`config.mk`:
```
export PLATFORM = sky130hd
export DESIGN_NAME = ahb_reg_slice
export DESIGN_NICKNAME = d
export VERILOG_FILES = /design/src/rtl/ahb_reg_slice.sv
export SDC_FILE = /design/constraint.sdc
export NUM_CORES = 1
export LEC_CHECK = 0
export BUFFER_PORTS_ARGS = -buffer_cell sky130_fd_sc_hd__buf_2
export CAP_MARGIN = 5
export CORE_MARGIN = 5
export CORE_UTILIZATION = 30
export CTS_CLUSTER_SIZE = 16
export DETAILED_ROUTE_END_ITERATION = 8
export GPL_ROUTABILITY_DRIVEN = 0
export SYNTH_ARGS = -nofsm -noshare
export SYNTH_HDL_FRONTEND = slang
export SYNTH_SLANG_ARGS = --single-unit
```
`constraint.sdc`:
```
create_clock -name hclk -period 1.6 [get_ports hclk]
set_clock_uncertainty 0.2 [all_clocks]
set_input_delay 0.08 -clock hclk [delete_from_list [all_inputs] [get_ports hclk]]
set_output_delay 0.08 -clock hclk [all_outputs]
set_load 0.05 [all_outputs]
```
`src/rtl/ahb_reg_slice.sv`:
```
// AHB-Lite register slice that breaks every slave->master path and reissues each beat
// downstream as a single NONSEQ transfer.
module ahb_reg_slice #(
  parameter int unsigned ADDR_WIDTH  = 32,
  parameter int unsigned DATA_WIDTH  = 32,
  parameter int unsigned HPROT_WIDTH = 7
) (
  input  logic                   hclk,
  input  logic                   hreset,
  // upstream (slave-side) request
  input  logic                   slave_hsel,
  input  logic                   slave_hready_in,
  input  logic [ADDR_WIDTH-1:0]  slave_haddr,
  input  logic [1:0]             slave_htrans,
  input  logic                   slave_hwrite,
  input  logic [DATA_WIDTH-1:0]  slave_hwdata,
  input  logic [2:0]             slave_hburst,
  input  logic                   slave_hmastlock,
  input  logic [HPROT_WIDTH-1:0] slave_hprot,
  input  logic [2:0]             slave_hsize,
  input  logic                   slave_hnonsec,
  input  logic                   slave_hexcl,
  input  logic [3:0]             slave_hmaster,
  // upstream response
  output logic [DATA_WIDTH-1:0]  slave_hrdata,
  output logic                   slave_hready,
  output logic                   slave_hresp,
  output logic                   slave_hexokay,
  // downstream (master-side) request
  output logic [ADDR_WIDTH-1:0]  master_haddr,
  output logic [1:0]             master_htrans,
  output logic                   master_hwrite,
  output logic [DATA_WIDTH-1:0]  master_hwdata,
  output logic [2:0]             master_hburst,
  output logic                   master_hmastlock,
  output logic [HPROT_WIDTH-1:0] master_hprot,
  output logic [2:0]             master_hsize,
  output logic                   master_hnonsec,
  output logic                   master_hexcl,
  output logic [3:0]             master_hmaster,
  // downstream response
  input  logic [DATA_WIDTH-1:0]  master_hrdata,
  input  logic                   master_hready,
  input  logic                   master_hresp,
  input  logic                   master_hexokay
);

  typedef enum logic [2:0] {StIdle, StAddr, StData, StResp, StErr1, StErr2} state_e;

  state_e                 state_q, state_d;
  logic [ADDR_WIDTH-1:0]  addr_q;
  logic                   write_q;
  logic [2:0]             size_q;
  logic [HPROT_WIDTH-1:0] prot_q;
  logic                   mastlock_q;
  logic                   nonsec_q;
  logic                   excl_q;
  logic [3:0]             master_q;
  logic [DATA_WIDTH-1:0]  wdata_q;
  logic [DATA_WIDTH-1:0]  rdata_q;
  logic                   exokay_q;
  logic                   accept;
  logic                   data_ok;

  // Burst type and the SEQ/NONSEQ distinction are dropped: every beat goes out as SINGLE.
  logic unused_inputs;
  assign unused_inputs = ^{slave_hburst, slave_htrans[0]};

  assign slave_hready = (state_q == StIdle) || (state_q == StResp) || (state_q == StErr2);
  assign accept       = slave_hsel & slave_hready_in & slave_htrans[1] & slave_hready;
  assign data_ok      = (state_q == StData) & master_hready & ~master_hresp;

  always_comb begin
    state_d = state_q;
    case (state_q)
      StIdle, StResp, StErr2: state_d = accept ? StAddr : StIdle;
      StAddr:                 if (master_hready) state_d = StData;
      StData:                 if (master_hready) state_d = master_hresp ? StErr1 : StResp;
      StErr1:                 state_d = StErr2;
      default:                state_d = StIdle;
    endcase
  end

  always_ff @(posedge hclk) begin
    if (hreset) begin
      state_q    <= StIdle;
      addr_q     <= '0;
      write_q    <= 1'b0;
      size_q     <= '0;
      prot_q     <= '0;
      mastlock_q <= 1'b0;
      nonsec_q   <= 1'b0;
      excl_q     <= 1'b0;
      master_q   <= '0;
      wdata_q    <= '0;
      rdata_q    <= '0;
      exokay_q   <= 1'b0;
    end else begin
      state_q <= state_d;
      if (accept) begin
        addr_q     <= slave_haddr;
        write_q    <= slave_hwrite;
        size_q     <= slave_hsize;
        prot_q     <= slave_hprot;
        mastlock_q <= slave_hmastlock;
        nonsec_q   <= slave_hnonsec;
        excl_q     <= slave_hexcl;
        master_q   <= slave_hmaster;
      end
      // Upstream holds hwdata stable while we stall it, so sampling each ADDR cycle is safe.
      if (state_q == StAddr) wdata_q <= slave_hwdata;
      if (data_ok) begin
        rdata_q  <= master_hrdata;
        exokay_q <= master_hexokay;
      end
    end
  end

  assign slave_hrdata     = rdata_q;
  assign slave_hresp      = (state_q == StErr1) || (state_q == StErr2);
  assign slave_hexokay    = (state_q == StResp) & exokay_q;

  assign master_haddr     = addr_q;
  assign master_htrans    = (state_q == StAddr) ? 2'b10 : 2'b00;
  assign master_hwrite    = write_q;
  assign master_hwdata    = wdata_q;
  assign master_hburst    = 3'b000;
  assign master_hmastlock = mastlock_q;
  assign master_hprot     = prot_q;
  assign master_hsize     = size_q;
  assign master_hnonsec   = nonsec_q;
  assign master_hexcl     = excl_q;
  assign master_hmaster   = master_q;

endmodule
```
==> reports/qor.csv <==
metric,value,unit
final_nets,1043,
synthTopCellsByArea,"dfxtp_1, nand2b_1, mux2i_1",
run_status,finished with violations,
synth-simple-area-share,0.251,
async_reset_ff_frac,0,
required,1320,ps
drive_gt1_frac,0.425,
synth_mux_area_frac,0.107,
portBuffers,239,
antenna_found_initial,0,
ys.flop_type,dfxtp_1,
rsz0062_at_grt,yes,
nFillCells,1330,
synthesis.area,4770,um2
synthCells,533,
via_count,4936,
drv_slew,0,
ant_nets,0,
core,15700,um2
initial_core_util,0.303,
synth_top_family_by_area,simple AND/OR/NAND/NOR gates,
syn_area_per_cell,8.94,um2
synth.most_common_cell,nand2_1,
die_y,136,um
reg2reg_depth,6,
synth_edf_count,0,
holdCritPathClass,input port to flip-flop,
failed_checks,negative setup slack,
cts_root_buffer,clkbuf_16,
synth_top_area_frac,0.496,
routed_wl,16400,um
hold_ws,196,ps
synth_fa_ha_area_frac,0,
drtIter0Drc,155,
grt_first_pass_wirelength,24200,um
fin_crit_sh,1.10,
ios,248,
htree_levels,4,
finalHoldViolations,0,
critPathArrivalTime,1470,ps
ir_drop,615,uV
viasPerCell,4.31,
place_ws,-148,ps
clock_latency,410,ps
yosysTopAreaCell,dfxtp_1,
multi_input_area,2500,um2
drc,0,
wl_per_cell,14.3,um
synth_compound_area_frac,0.0801,
die_w,136,um
min_period,1750,ps
clockBufferDepth,2,
grt_max_degree,39,
powerDensity,907,nW/um2
num_antenna_cells,0,
crit_fanout,3,
fin_area,8770,um2
die_area,18500,um2
synthToLayoutAreaGrowth,84.0,%
ys_top_cells_by_count,"nand2_1, dfxtp_1, nand2b_1, a21oi_1, mux2i_1",
overflow,0,
max_freq,0.571,GHz
setup_ws,-152,ps
cts_tree,yes,
ys_seq_area_frac,0.496,
synthXorXnorAreaFrac,0.00184,
place_hpwl,9510,um
register_area,2370,um2
holdPathStages,5,
place_area,6380,um2
finalSetupViolCount,117,
path_clk_slew,60,ps
num_rows,46,
p_leak,3.97,nW
dr.pass1.iters,4,
ys_ff_latch,118,
grt_usage,0.163,
cp-end-kind,output port,
cts.sinks,118,
synth_warnings,0,
crit_type,flip-flop to output port,
numCtsBuffers,17,
start_kind,flip-flop,
cap_violations,0,
synth.distinct_cells,28,
grt_pass1_vias,5035,
-- cell families (layout without fill, tap and decap cells) --
logic type                after synthesis  in the layout
other                                   1              4
DFF                                   118            118
muxes                                  51             51
AOI/OAI and AO/OA                      74             74
buffers and inverters                  46            439
and+or+nand+nor                       242            242
xor gates and xnor gates                1              1
-- placed cells by master (no fill, tap or decap), types with 4 or more instances in the layout --
master / netlist / final
clkbuf_16: 0 / 20
mux2i_1: 51 / 49
buf_4: 7 / 17
nand2b_1: 101 / 100
clkinv_2: 0 / 5
buf_8: 0 / 4
dfxtp_1: 118 / 115
nand2_4: 0 / 26
nand2_2: 0 / 6
buf_2: 8 / 235
a21oi_1: 67 / 35
a21oi_2: 0 / 32
buf_6: 2 / 15
dlygate4sd3_1: 0 / 118
nand2_1: 131 / 99
buf_12: 5 / 14
conb_1: 1 / 4
-- path summary, 6_finish.rpt --
kind                                   startpoint                 to  slack [ps]
worst max register to register         state_q[1]    master_haddr[3]        -140
worst min-delay path                   slave_hsel   master_haddr[11]         200
worst min register to register  master_hwdata[10]  master_hwdata[10]         250
worst max-delay path                   state_q[1]   master_htrans[1]        -150
-- critical path: stages, from the launching register on --
cell      delay (ps)
dfxtp_2          340
nand2b_4         160
buf_6            110
or2_4            240
inv_4             80
buf_8            140
-- final cells by class --
cell class	instances	area share
clock inverter	9	0.00884
tap	216	0.0308
inverter	2	0.00114
timing repair buffer	406	0.350
multi-input combinational	372	0.285
clock buffer	22	0.0541
sequential	118	0.270
-- sequential cells by signal, summed over array words and instances, names as in the netlist --
| signal | cells |
|---|---|
| exokay_q | 1 |
| master_haddr | 32 |
| master_hexcl | 1 |
| master_hmaster | 4 |
| master_hmastlock | 1 |
| master_hnonsec | 1 |
| master_hprot | 7 |
| master_hsize | 3 |
| master_hwdata | 32 |
| master_hwrite | 1 |
| slave_hrdata | 32 |
| state_q | 3 |
-- what timing repair did --
| action | 4_1_cts | 5_1_grt |
|---|---|---|
| buffers inserted | 7 | 5 |
| pin swaps | 5 | 64 |
| hold endpoints to repair | 118 | 0 |
| gates resized for setup | 28 | 110 |
| gates cloned | 1 | 3 |
| hold buffers | 118 | 0 |
| setup endpoints to repair | 117 | 120 |
-- through the flow --
step / std cells / setup TNS (ps) / power [mW] / utilization
global route: 1145 / -16930 / 8.29 / 0.558
floorplan: 536 / -18650 / 3.78 / -
finish: 1145 / -8760 / 7.96 / 0.558
global placement: 983 / -7570 / 4.13 / 0.406
CTS: 1140 / -10010 / 7.98 / 0.528
detailed placement: 983 / -9910 / 4.13 / 0.406
-- power breakdown --
part | leakage [nW] | internal (mW) | switching [mW]
Combinational | 2.75 | 0.607 | 0.718
Sequential | 0.957 | 3.03 | 0.0472
Clock | 0.268 | 2.23 | 1.33
Total | 3.97 | 5.87 | 2.09
-- metal layers --
layer | wire (um) | up-vias | share of wire | GRT usage
met5 | 0 | - | 0 | 0
met4 | 332 | 0 | 0.020 | 0.0638
met3 | 1370 | 30 | 0.083 | 0.0711
met2 | 7970 | 190 | 0.49 | 0.271
met1 | 6720 | 2232 | 0.41 | 0.185
li1 | - | 2484 | - | -
Note: power is estimated with default switching activity, not from simulation.
